File: src/rtl/rcas_seq_nbit.sv
// Digit-serial ripple-carry adder/subtractor: DIGIT bits per clock,
// carry chained between cycles, valid/ready on both sides.
module rcas_seq_nbit #(
    parameter int WIDTH = 32,
    parameter int DIGIT = 8
) (
    input  logic             clk,
    input  logic             rst,
    input  logic             in_valid,
    output logic             in_ready,
    input  logic [WIDTH-1:0] a,
    input  logic [WIDTH-1:0] b,
    input  logic             sel,
    output logic             out_valid,
    input  logic             out_ready,
    output logic [WIDTH-1:0] result,
    output logic             c_out,
    output logic             ovf,
    output logic             zero,
    output logic             neg
);

    localparam int N  = WIDTH / DIGIT;
    localparam int KW = (N > 1) ? $clog2(N) : 1;
    localparam logic [KW-1:0] K_LAST = KW'(N - 1);

    if (WIDTH < 2) begin : g_bad_width
        $error("rcas_seq_nbit: WIDTH must be >= 2");
    end
    if (DIGIT < 1 || (WIDTH % DIGIT) != 0) begin : g_bad_digit
        $error("rcas_seq_nbit: WIDTH must be a multiple of DIGIT");
    end

    typedef enum logic [1:0] {
        IDLE,
        CALC,
        DONE
    } state_t;

    state_t           state;
    logic [WIDTH-1:0] a_lat;
    logic [WIDTH-1:0] b_lat;
    logic             sel_lat;
    logic             carry;
    logic [KW-1:0]    k;

    logic [DIGIT-1:0] a_sl;
    logic [DIGIT-1:0] b_sl;
    logic [DIGIT:0]   sum;
    logic [DIGIT-1:0] s;
    logic             cy;
    logic             c_msb;

    always_comb begin
        a_sl = '0;
        b_sl = '0;
        for (int i = 0; i < N; i++) begin
            if (k == KW'(i)) begin
                a_sl = a_lat[i*DIGIT +: DIGIT];
                b_sl = b_lat[i*DIGIT +: DIGIT] ^ {DIGIT{sel_lat}};
            end
        end
        sum   = {1'b0, a_sl} + {1'b0, b_sl} + {{DIGIT{1'b0}}, carry};
        s     = sum[DIGIT-1:0];
        cy    = sum[DIGIT];
        // carry into the slice MSB recovered from its sum bit
        c_msb = a_sl[DIGIT-1] ^ b_sl[DIGIT-1] ^ s[DIGIT-1];
    end

    always_ff @(posedge clk) begin
        if (rst) begin
            state     <= IDLE;
            a_lat     <= '0;
            b_lat     <= '0;
            sel_lat   <= 1'b0;
            carry     <= 1'b0;
            k         <= '0;
            result    <= '0;
            c_out     <= 1'b0;
            ovf       <= 1'b0;
            out_valid <= 1'b0;
        end else begin
            unique case (state)
                IDLE: begin
                    if (in_valid) begin
                        a_lat   <= a;
                        b_lat   <= b;
                        sel_lat <= sel;
                        carry   <= sel;
                        k       <= '0;
                        state   <= CALC;
                    end
                end
                CALC: begin
                    for (int i = 0; i < N; i++) begin
                        if (k == KW'(i)) begin
                            result[i*DIGIT +: DIGIT] <= s;
                        end
                    end
                    carry <= cy;
                    k     <= k + 1'b1;
                    if (k == K_LAST) begin
                        c_out     <= cy;
                        ovf       <= c_msb ^ cy;
                        out_valid <= 1'b1;
                        state     <= DONE;
                    end
                end
                DONE: begin
                    if (out_ready) begin
                        out_valid <= 1'b0;
                        state     <= IDLE;
                    end
                end
                default: state <= IDLE;
            endcase
        end
    end

    assign in_ready = (state == IDLE);
    assign zero     = (result == '0);
    assign neg      = result[WIDTH-1];

endmodule

File: config.mk
export PLATFORM = sky130hd
export DESIGN_NAME = rcas_seq_nbit
export DESIGN_NICKNAME = d
export VERILOG_FILES = /design/src/rtl/rcas_seq_nbit.sv
export SDC_FILE = /design/constraint.sdc
export NUM_CORES = 1
export LEC_CHECK = 0
export ABC_AREA = 1
export BUFFER_PORTS_ARGS = -buffer_cell sky130_fd_sc_hd__buf_2
export CAP_MARGIN = 30
export CORE_ASPECT_RATIO = 1.2
export CORE_MARGIN = 5
export CORE_UTILIZATION = 50
export CTS_CLUSTER_DIAMETER = 100
export DETAILED_ROUTE_END_ITERATION = 7
export GPL_TIMING_DRIVEN = 0
export PLACE_DENSITY = 0.74
export SLEW_MARGIN = 40
export SYNTH_ARGS = -nofsm -noshare
export SYNTH_HDL_FRONTEND = slang
export SYNTH_SLANG_ARGS = --single-unit
export TNS_END_PERCENT = 50
File: constraint.sdc
create_clock -name clk -period 3.2 [get_ports clk]
set_input_delay 0 -clock clk [delete_from_list [all_inputs] [get_ports clk]]
set_output_delay 0 -clock clk [all_outputs]
set_load 0.03 [all_outputs]
== Word-level counts from Yosys, hierarchy flattened ==
Cells that the tools add are included.
Word-level totals
  bits of input ports: 69
  register bits: 105
Cells by class
  multiplexer cells: 19
  bitwise gates (word level): 7
  reductions and logical operators: 13
  $add $sub $neg: 3
  eq/ne operators: 8
Operators with widths (number)
  two-way mux 8 bit: 8
  logical NOT 32 bit: 1
  bitwise XOR 8 bit: 4
  AND reduction 2 bit: 6
  adder 8 x 8 -> 9 bit: 1
  adder 9 x 1 -> 9 bit: 1
  two-way mux 2 bit: 4
  equality test 2 bit, second input constant: 3
  != test 2 bit, second input constant: 3
  one-hot mux 2 bit (3 select lines): 1
  AND reduction 3 bit: 2
  equality test 2 x 1 -> 1 bit, second input constant: 2
  logical NOT 2 bit: 2
  one-hot mux 1 bit (2 select lines): 2
  one-hot mux 2 bit (2 select lines): 1
  nonzero test 2 bit: 2
  two-way mux 1 bit: 3
  bitwise XOR 1 bit: 3
  adder 2 x 1 -> 2 bit, second input constant: 1

== Depth between registers and ports, before layout ==
Gate-level depths: netlist of the first run.
  depth after elaboration: 9
  mapped depth: 20

== Worst setup path after synthesis of the first run ==
No wires, ideal clock.
  kind: flip-flop to flip-flop
  start: reg k[0]
  end: reg result[30]
  setup slack: 343 ps
  setup time: 109 ps
  arrival time: 2748 ps
  stages on the path, launching flop included: 18
  data required time: 3091 ps
  cell sequence: dfxtp_1 -> inv_1 -> ha_1 -> inv_1 -> nor2_4 -> buf_6 -> a22oi_1 -> o21ai_0 -> o21ai_0 -> fa_1 -> fa_1 -> nand3b_1 -> nand2_1 -> nand2_1 -> nand3_1 -> nand3_1 -> nand2_1 -> inv_1
Between the ends
  cells in the longest elaborated chain, start to end: 7
  elaborated cells on any way between the ends: 15
  classes of those cells: add/sub (2); eq/ne (3); mux (8); reduce/logical (2)
RTL lines
  start, declared: RTL line 45  | logic [KW-1:0] k;
  start signal, assigned: RTL line 101  | k <= k + 1'b1;
  logical NOT 2 bit: RTL line 58  | if (k == KW'(i)) begin
  two-way mux 8 bit (4 in a row): RTL line 58
  adder 8 x 8 -> 9 bit: RTL line 63  | sum = {1'b0, a_sl} + {1'b0, b_sl} + {{DIGIT{1'b0}}, carry};
  adder 9 x 1 -> 9 bit: RTL line 63
  end signal, assigned by index: RTL line 97  | result[i*DIGIT +: DIGIT] <= s;
  end, declared: RTL line 16  | output logic [WIDTH-1:0] result,
Several ways; a longest one is shown, not always the timed one.
A chain may end at the register's enable or synchronous reset.

== Worst setup path after layout of the first run ==
  start: reg k[0]
  end: reg result[22]
Same word-level chain as after synthesis.

==> results of run 1 <==
## through the flow
step | setup TNS (ns) | power [mW] | worst slack, ns | utilization [%]
after floorplan | 0 | 2.007 | 0.3428 | -
after global placement | -2.175 | 2.236 | -0.2315 | 58.25
after detailed placement | -2.357 | 2.252 | -0.2318 | 58.25
after CTS | 0 | 3.397 | 0.002099 | 67.79
after global routing | -0.01673 | 3.582 | -0.009983 | 68.30
final | 0 | 3.413 | 0.2153 | 68.30
## sequential cells by signal (all words and copies together) (netlist names)
| name | count |
|---|---|
| result | 32 |
| a_lat | 32 |
| c_out | 1 |
| ovf | 1 |
| carry | 1 |
| sel_lat | 1 |
| out_valid | 1 |
| k | 2 |
| b_lat | 32 |
| state | 2 |
## Yosys cell counts, types with 2 or more instances
cell type    n  area share (%)
a21oi_1     42             4.1
o31ai_1      2            0.29
buf_2       16             1.5
clkbuf_1    10            0.73
nor2_4       4            0.87
inv_1       53             3.8
nand2_1     80             5.8
a22o_1       3            0.51
nor2_8       3             1.2
inv_2        3            0.22
o211ai_1    12             1.7
fa_1         2            0.77
dfxtp_1    105              41
nor4_1       8            0.97
o21ai_1      5            0.48
nand3_1     30             2.9
o21ai_0     92             8.9
o21bai_1     4            0.58
nor2_1     146              11
o21a_1      15             2.2
buf_6        7             1.5
nand4_1      2            0.24
a22oi_1      4            0.58
xnor2_1     13             2.2
ha_1        11             2.7
xor2_1       8             1.4
buf_4        9             1.3
## worst max-delay path, delay by kind of cell (launching register included)
kind	cells	cell delay [ns]
AND/OR/NAND/NOR	8	0.86
buffers and inverters	4	0.35
AO/OA/AOI/OAI	3	0.38
flip-flops	1	0.34
adder cells (fa/ha/maj)	3	0.99
## cells by family after synthesis
family          Yosys count
flops                   105
simple gates            276
compound gates          183
fa+ha+maj                13
buf+inv                 102
xor+xnor                 21
## repair_timing
| action | 4_1_cts | 5_1_grt |
|---|---|---|
| hold endpoints to repair | 71 | 0 |
| pin swaps | 0 | 4 |
| setup buffers | 0 | 3 |
| setup endpoints to repair | 15 | 26 |
| hold buffers | 67 | 0 |
| gates resized for setup | 6 | 11 |
## cell usage in the layout (no fill, tap or decap), drive strengths merged
master,n
inv,56
nand4,2
dlygate4sd3,67
a211oi,1
a21oi,42
fa,2
clkinvlp,2
o21ai,98
xor2,8
clkbuf,21
nand2,81
nor4,8
or2,1
buf,140
o21a,15
xnor2,13
nand3,30
a22oi,4
dfxtp,105
clkinv,4
o211ai,12
o21bai,4
nor2,153
o22ai,1
bufinv,1
nand3b,1
o31ai,2
a22o,3
ha,11
a31oi,1
## area by class of cell
| type | count | share of cell area [%] |
|---|---|---|
| clock inverters | 5 | 0.8195 |
| multi-input cells | 493 | 37.99 |
| well taps | 126 | 2.295 |
| repair buffers | 175 | 17.74 |
| inverters | 58 | 3.260 |
| plain buffers | 42 | 3.915 |
| clock buffers | 11 | 3.387 |
| flip-flops and latches | 105 | 30.60 |
## metal layers
metal	track usage, %	up-vias	routed length, um
met5	0	-	0
met4	13.12	0	595
met3	3.163	41	824
met2	44.90	192	7823
met1	29.76	2460	6124
li1	-	2667	-
## worst max-delay path by stage
| stage | start | endpoint | slack (ns) |
|---|---|---|---|
| detailed placement | k[0]$_SDFFE_PP0P_ | result[22]$_SDFFE_PP0P_ | -0.23 |
| CTS | k[0]$_SDFFE_PP0P_ | result[22]$_SDFFE_PP0P_ | 0.002 |
| global placement | k[0]$_SDFFE_PP0P_ | result[6]$_SDFFE_PP0P_ | -0.23 |
| finish | k[0]$_SDFFE_PP0P_ | result[22]$_SDFFE_PP0P_ | 0.22 |
| global route | k[0]$_SDFFE_PP0P_ | result[14]$_SDFFE_PP0P_ | -0.01 |
| floorplan | k[0]$_SDFFE_PP0P_ | result[30]$_SDFFE_PP0P_ | 0.34 |
## power by group through the flow
stage                     clock network (mW)  registers, mW  logic (mW)
after floorplan                            0           1.51       0.497
after detailed placement                   0           1.49       0.759
after global placement                     0           1.49       0.746
after CTS                               1.10           1.47       0.829
after global routing                    1.15           1.47       0.959
final                                   1.09           1.47       0.859
==> impl_metrics.csv, run 1 <==
group,metric,value,unit
status,status,"finished clean",
placement,io_buffers,105,
power_and_ir_drop,combPwrFrac,25.2,%
critical_path,reg2reg_setup_slack,0.22,ns
finish,syn_to_final_growth,32.73,%
sta,setup_violations,0,
floorplan,die_w,102.9,um
floorplan,start_util,51.46,%
finish,fin_area,6870,um^2
floorplan,rows,40,
logic_synthesis,syn_inst,700,
routing,num_vias,5360,
critical_path,crit_top_cell,"nand2_1",
critical_path,arrival,3.28,ns
power_and_ir_drop,vdd_drop_max,0.2537,mV
critical_path,max_stage_delay,0.43,ns
critical_path,start_kind,"flip-flop",
routing,wirelength,15.37,mm
logic_synthesis,seq_area_frac_synth,40.61,%
clock_tree,cts_buffers,9,
power_and_ir_drop,seqPwrFrac,43.0,%
logic_synthesis,syn_area_per_cell,7.395,um^2
logic_synthesis,ys_warn_count,0,
placement,place_area,5859,um^2
run,max_cap_violations,0,
routing,drc,0,
placement,dp_hpwl,11.00,mm
grt,antenna_found_initial,0,
finish,fillers,842,
grt,track_usage,25.56,%
critical_path,endpoint_kind,"flip-flop",
power_and_ir_drop,p_int,2.352,mW
floorplan,coreArea,10060,um^2
critical_path,r2r_end,"result[22]$_SDFFE_PP0P_",
power_and_ir_drop,p_sw,1.061,mW
logic_synthesis,synth-simple-area-share,22.92,%
sta,period_share,93.27,%
floorplan,pin_count,107,
logic_synthesis,synth-xor-area-share,3.553,%
sta,hold_viol,0,
sta,rsz0062_at_grt,"true",
power_and_ir_drop,powerDensity,496.7,nW/um^2
routing,dr.pass1.iters,5,
sta,fin_skew,0.007293,ns
logic_synthesis,ys_ff_latch,105,
logic_synthesis,muxShareOfSynthArea,0,%
hold_path,min_from,"in_valid",
critical_path,r2r_start,"k[0]$_SDFFE_PP0P_",
finish,layout-drive-gt1-share,20.47,%
sta,finalMaxSlewViolations,0,
sta,tightest_slew,0.5478,ns
logic_synthesis,synth_area,5176,um^2
routing,drtAntennaViolNets,0,
sta,hold_slack,0.2357,ns
clock_tree,clockRootBuffer,"clkbuf_16",
clock_tree,clk_pin_slew,0.07,ns
critical_path,cp.required,3.50,ns
logic_synthesis,ys_types,38,
routing,avgRoutedWirePerCell,15.14,um
logic_synthesis,synthesis.nets,782,
logic_synthesis,synth_top_family_by_area,"simple AND/OR/NAND/NOR gates",
critical_path,ff2ff_path_depth,18,
critical_path,cp_max_fo,4,
sta,clock.fmax,335.0,MHz
sta,finalCriticalPeriod,2.985,ns
power_and_ir_drop,p_sw_share,31.08,%
logic_synthesis,synth-edff-count,0,
hold_path,hold_class,"input pin to flip-flop",
logic_synthesis,synth_fa_ha_area_share,3.432,%
grt,grt_pass1_vias,5344,
finish,antenna_cells,0,
sta,relSlewSlack,63.35,%
clock_tree,cts_htree_levels,3,
hold_path,whs_path_depth,6,
floorplan,die_h,121.5,um
power_and_ir_drop,power.leakage,3.327,nW
finish,stdcell_count,1015,
logic_synthesis,synth_flop_cell,"dfxtp_1",
routing,vias_per_cell,5.281,
critical_path,cp_cell_sequence,"inv_2 -> ha_2 -> inv_2 -> nor2_4 -> buf_6 -> a22oi_1 -> o21ai_1 -> o21ai_2 -> fa_2 -> fa_2 -> nand3b_1 -> nand2_2 -> nand2_1 -> nand2_1 -> nand2_1 -> nand3_1 -> nand2_1 -> inv_1",
floorplan,dieArea,12500,um^2
clock_tree,clockBufferDepth,2,
power_and_ir_drop,p_clk_share,31.9,%
finish,fin_nets,966,
grt,grt_overflow,0,
placement,dp.cells,931,
clock_tree,cts_tree,"yes",
clock_tree,clkSinkCount,105,
grt,grt_first_pass_wirelength,25.24,mm
critical_path,slowest_stage,"fa_2",
finish,regArea,2102,um^2
logic_synthesis,synth_compound_area_share,19.97,%
routing,first_iter_violations,244,
logic_synthesis,synthArstFlopShare,0,%
hold_path,holdPathEnd,"sel_lat$_SDFFE_PP0P_",
clock_tree,clock_latency,0.35,ns
finish,multi_input_area,2610,um^2
grt,grt_start_max_net_pins,20,
critical_path,critical_path_class,"flip-flop to flip-flop",
placement,place_congestion,0.8920,
(Power assumes the default switching activity.)
==> run 2, diff against run 1 <==
--- a/config.mk
+++ b/config.mk
@@ -6,15 +6,14 @@
 export NUM_CORES = 1
 export LEC_CHECK = 0
 export ABC_AREA = 1
-export BUFFER_PORTS_ARGS = -buffer_cell sky130_fd_sc_hd__buf_2
 export CAP_MARGIN = 30
 export CORE_ASPECT_RATIO = 1.2
 export CORE_MARGIN = 5
 export CORE_UTILIZATION = 50
-export CTS_CLUSTER_DIAMETER = 100
+export CTS_CLUSTER_DIAMETER = 60
 export DETAILED_ROUTE_END_ITERATION = 7
+export DONT_BUFFER_PORTS = 1
 export GPL_TIMING_DRIVEN = 0
-export PLACE_DENSITY = 0.74
 export SLEW_MARGIN = 40
 export SYNTH_ARGS = -nofsm -noshare
 export SYNTH_HDL_FRONTEND = slang
==> run 2 against run 1 <==
Against the previous run:
- clock-buffer cell count rose by 1
- final cell count fell by 10%
- clock skew barely moved
- fmax rose by 0.11%
- routed wire length fell by 1.1%
- sequential power barely moved
- sequential share of layout area rose by 2.4 points
- global-route usage fell by 0.49 points
- critical path depth fell by 5
- non-clock buffer count fell by 105
- register-to-register slack barely moved
- design area fell by 7.4%
- critical endpoint is now result[28]$_SDFFE_PP0P_
- highest routed layer unchanged
==> impl_metrics.csv, run 2 (synthesized netlist as in run 1, its figures left out) <==
group,metric,value,unit
critical_path,arrival,3.22,ns
routing,first_iter_violations,181,
finish,multi_input_area,2603,um^2
power_and_ir_drop,finalPower,3.424,mW
placement,place_area,5334,um^2
finish,final_common_cell,"nor2_1",
critical_path,cp_num_cells,13,
clock_tree,cts_tree,"yes",
finish,fin_area,6362,um^2
finish,postLayoutCoreUtil,63.25,%
clock_tree,clock_latency,0.35,ns
power_and_ir_drop,powerDensity,538.2,nW/um^2
critical_path,endpoint_kind,"flip-flop",
floorplan,die_w,102.9,um
power_and_ir_drop,p_sw,1.058,mW
power_and_ir_drop,vdd_drop_max,0.3156,mV
sta,hold_viol,0,
grt,track_usage,25.07,%
run,max_cap_violations,0,
clock_tree,clk_pin_slew,0.07,ns
critical_path,max_stage_delay,0.40,ns
floorplan,coreArea,10060,um^2
floorplan,pin_count,107,
hold_path,hold_class,"input pin to flip-flop",
clock_tree,clockBufferDepth,2,
clock_tree,cts_buffers,9,
sta,relSlewSlack,61.22,%
hold_path,whs_path_depth,5,
critical_path,cp_max_fo,10,
sta,hold_slack,0.1431,ns
sta,finalMaxSlewViolations,0,
sta,tns,0,ns
routing,wirelength,15.20,mm
power_and_ir_drop,combPwrFrac,22.3,%
critical_path,critical_path_class,"flip-flop to flip-flop",
floorplan,start_util,51.46,%
placement,place_congestion,0.8571,
finish,final_cell_mix,"nor2_1 (146), dfxtp_1 (105), o21ai_0 (90), nand2_1 (78), dlygate4sd3_1 (68)",
grt,grt_pass1_vias,4880,
critical_path,cp.required,3.44,ns
routing,drtAntennaViolNets,0,
routing,num_vias,4847,
finish,antenna_cells,0,
sta,period_share,93.17,%
finish,fin_nets,861,
placement,io_buffers,0,
routing,drc,0,
sta,clock.fmax,335.4,MHz
finish,regArea,2102,um^2
grt,antenna_found_initial,0,
critical_path,cp_cell_sequence,"inv_1 -> ha_1 -> clkbuf_4 -> a22oi_1 -> o21ai_1 -> o21ai_2 -> fa_2 -> fa_2 -> nand3b_1 -> nand3_1 -> nand3_1 -> o211ai_1 -> inv_1",
placement,dp_hpwl,11.10,mm
finish,largestRegisters,"a_lat x32, b_lat x32, result x32",
sta,setup_violations,0,
critical_path,slowest_stage,"fa_2",
finish,fillers,923,
critical_path,start_kind,"flip-flop",
floorplan,rows,40,
grt,grt_overflow,0,
floorplan,die_h,121.5,um
critical_path,crit_buf_inv,3,
power_and_ir_drop,p_clk_share,33.8,%
clock_tree,clkSinkCount,105,
finish,layout-drive-gt1-share,9.706,%
power_and_ir_drop,power.leakage,2.875,nW
status,status,"finished clean",
power_and_ir_drop,p_int,2.367,mW
clock_tree,cts_htree_levels,3,
routing,dr.pass1.iters,5,
sta,fin_skew,0.006898,ns
sta,tightest_slew,0.5797,ns
grt,grt_first_pass_wirelength,24.05,mm
clock_tree,clockRootBuffer,"clkbuf_16",
grt,grt_start_max_net_pins,20,
critical_path,path_delay_family,"adder cells",
finish,syn_to_final_growth,22.92,%
sta,finalCriticalPeriod,2.982,ns
power_and_ir_drop,p_sw_share,30.88,%
critical_path,ff2ff_path_depth,13,
routing,avgRoutedWirePerCell,16.72,um
routing,vias_per_cell,5.332,
floorplan,dieArea,12500,um^2
power_and_ir_drop,seqPwrFrac,43.9,%
## run 2: worst register-to-register path, stage by stage, from the launching register on
cell      delay (ns)
dfxtp_1         0.34
inv_1           0.09
ha_1            0.31
clkbuf_4        0.28
a22oi_1         0.11
o21ai_1         0.20
o21ai_2         0.10
fa_2            0.40
fa_2            0.36
nand3b_1        0.20
nand3_1         0.22
nand3_1         0.13
o211ai_1        0.10
inv_1           0.05
## run 2: what timing repair did
action,CTS,global route
buffers inserted,1,0
resized for setup,7,9
setup endpoints to repair,19,24
hold buffers,68,0
gates cloned,0,0
hold endpoints to repair,71,0
pin swaps,1,2
## run 2: metrics by stage
step           worst slack [ns]  instances
2_1_floorplan            0.3428        700
3_3_place_gp            -0.3027        826
3_5_place_dp            -0.3087        826
4_1_cts                0.009516        909
5_1_grt               -0.009540        909
6_report                 0.2184        909
## run 2: final timing paths
check | from | endpoint | slack (ns)
min reg2reg | carry$_SDFFE_PP0P_ | carry$_SDFFE_PP0P_ | 0.50
max reg2reg | k[1]$_SDFFE_PP0P_ | result[28]$_SDFFE_PP0P_ | 0.22
max | k[1]$_SDFFE_PP0P_ | result[28]$_SDFFE_PP0P_ | 0.22
min | in_valid | carry$_SDFFE_PP0P_ | 0.14
## run 2: final cells by class
cell class	instances	area share [%]
Clock buffer	12	4.189
Buffer	43	4.307
Sequential cell	105	33.04
Tap cell	126	2.478
Multi-Input combinational cell	493	40.90
Clock inverter	3	0.7473
Inverter	58	3.520
Timing Repair Buffer	69	10.82
## run 2: layer usage
| metal | wire length [um] | track usage (%) | vias to the layer above |
|---|---|---|---|
| li1 | - | - | 2444 |
| met1 | 6293 | 29.80 | 2240 |
| met2 | 7739 | 43.70 | 133 |
| met3 | 682 | 4.773 | 30 |
| met4 | 480 | 9.798 | 0 |
| met5 | 0 | 0 | - |
## run 2: power groups by stage
stage	sequential, mW	clock [mW]	combinational, mW
2_1_floorplan	1.51	0	0.497
3_3_place_gp	1.53	0	0.667
3_5_place_dp	1.53	0	0.676
4_1_cts	1.51	1.18	0.756
5_1_grt	1.52	1.24	0.851
6_report	1.50	1.16	0.763
==> run 3, diff against run 2 <==
--- a/config.mk
+++ b/config.mk
@@ -14,6 +14,7 @@
 export DETAILED_ROUTE_END_ITERATION = 7
 export DONT_BUFFER_PORTS = 1
 export GPL_TIMING_DRIVEN = 0
+export MAX_ROUTING_LAYER = met4
 export SLEW_MARGIN = 40
 export SYNTH_ARGS = -nofsm -noshare
 export SYNTH_HDL_FRONTEND = slang
==> run 3 against run 2 <==
Against the previous run:
- first-iteration DRC count rose by 46%
- power up 0.32%
- core utilization grew 0.087 points
- routed wire length rose by 1.3%
- clock power hardly changed
- design area rose by 0.14%
- worst hold slack lost 0.0045 ns
- die area unchanged
- clock-buffer cell count up 1
==> impl_metrics.csv, run 3 (synthesized netlist as in run 1, its figures left out) <==
group,metric,value,unit
floorplan,die_h,121.5,um
floorplan,coreArea,10060,um^2
finish,largestRegisters,"a_lat x32, b_lat x32, result x32",
routing,drc,0,
sta,hold_viol,0,
power_and_ir_drop,powerDensity,539.2,nW/um^2
finish,final_common_cell,"nor2_1",
power_and_ir_drop,finalPower,3.435,mW
sta,clock.fmax,331.3,MHz
sta,rsz0062_at_grt,"true",
clock_tree,cts_htree_levels,3,
sta,tightest_slew,0.5741,ns
clock_tree,clockBufferDepth,2,
sta,timing.final.ws_setup,0.1820,ns
grt,grt_start_max_net_pins,20,
clock_tree,cts_tree,"yes",
placement,io_buffers,0,
clock_tree,clock_latency,0.35,ns
floorplan,die_w,102.9,um
clock_tree,cts_buffers,9,
finish,multi_input_area,2608,um^2
finish,regArea,2102,um^2
status,status,"finished clean",
routing,wirelength,15.39,mm
floorplan,dieArea,12500,um^2
routing,avgRoutedWirePerCell,16.91,um
grt,grt_first_pass_wirelength,24.28,mm
clock_tree,clockRootBuffer,"clkbuf_16",
sta,setup_violations,0,
critical_path,critical_path_class,"flip-flop to flip-flop",
finish,final_cell_mix,"nor2_1 (146), dfxtp_1 (105), o21ai_0 (90), nand2_1 (77), dlygate4sd3_1 (68)",
grt,grt_overflow,0,
placement,pre_cts_slack,-0.3281,ns
routing,drtAntennaViolNets,0,
finish,stdcell_count,910,
sta,hold_slack,0.1387,ns
finish,postLayoutCoreUtil,63.33,%
power_and_ir_drop,vdd_drop_max,0.2945,mV
grt,track_usage,26.03,%
placement,dp.cells,826,
sta,finalCriticalPeriod,3.018,ns
sta,finalMaxSlewViolations,0,
placement,place_congestion,0.8791,
critical_path,start_kind,"flip-flop",
finish,fin_nets,861,
critical_path,arrival,3.26,ns
run,max_cap_violations,0,
floorplan,pin_count,107,
routing,first_iter_violations,264,
floorplan,start_util,51.46,%
placement,place_area,5334,um^2
hold_path,hold_class,"input pin to flip-flop",
sta,period_share,94.31,%
routing,dr.pass1.iters,5,
finish,syn_to_final_growth,23.08,%
critical_path,cp_max_fo,10,
routing,vias_per_cell,5.387,
placement,dp_hpwl,11.09,mm
routing,num_vias,4902,
sta,relSlewSlack,61.59,%
power_and_ir_drop,power.leakage,2.875,nW
finish,fin_area,6371,um^2
finish,antenna_cells,0,
sta,tns,0,ns
grt,antenna_found_initial,0,
sta,fin_skew,0.005827,ns
finish,layout-drive-gt1-share,9.949,%
grt,grt_pass1_vias,4873,
finish,fillers,920,
critical_path,cp.required,3.44,ns
clock_tree,clk_pin_slew,0.07,ns
critical_path,reg2reg_setup_slack,0.18,ns
clock_tree,clkSinkCount,105,
critical_path,endpoint_kind,"flip-flop",
floorplan,rows,40,
-- run 3: where the power goes --
| group | total, mW | leakage, nW | internal (mW) | switching, mW |
|---|---|---|---|---|
| logic | 0.767 | 1.86 | 0.296 | 0.471 |
| registers | 1.51 | 0.864 | 1.40 | 0.106 |
| clock network | 1.16 | 0.156 | 0.674 | 0.487 |
-- run 3: critical path, stage by stage, from the launching register on --
cell	delay (ns)
dfxtp_1	0.35
inv_2	0.10
ha_2	0.21
inv_2	0.10
nor2_4	0.14
buf_6	0.15
a22oi_1	0.07
o21ai_1	0.22
o21ai_2	0.11
fa_2	0.39
fa_2	0.36
nand3b_1	0.20
nand3_1	0.22
nand3_1	0.14
o211ai_1	0.11
inv_1	0.05
-- run 3: worst paths after layout --
check / from / endpoint / cells past startpoint
max: k[0]$_SDFFE_PP0P_ / result[28]$_SDFFE_PP0P_ / 15
min: in_valid / carry$_SDFFE_PP0P_ / 5
max reg2reg: k[0]$_SDFFE_PP0P_ / result[28]$_SDFFE_PP0P_ / 15
min reg2reg: carry$_SDFFE_PP0P_ / carry$_SDFFE_PP0P_ / 2
-- run 3: layout make-up --
| class | instances | share of cell area [%] |
|---|---|---|
| tap | 126 | 2.474 |
| clock inverter | 3 | 0.7463 |
| multi-input combinational | 493 | 40.93 |
| inverter | 58 | 3.515 |
| sequential | 105 | 32.99 |
| buffer | 43 | 4.301 |
| timing repair buffer | 69 | 10.80 |
| clock buffer | 13 | 4.242 |
-- run 3: timing repair --
action,in CTS,in global routing
buffers inserted,1,0
resized for setup,8,10
pin swaps,1,1
setup endpoints to repair,19,27
hold endpoints to repair,71,0
hold buffers,68,0
-- run 3: metal layers --
layer  wire length (um)  global-route usage, %  vias up
li1                   -                      -     2449
met1               6221                  29.74     2262
met2               7880                  44.98      156
met3                843                  4.255       35
met4                439                  10.04        0
met5                  0                      -        -
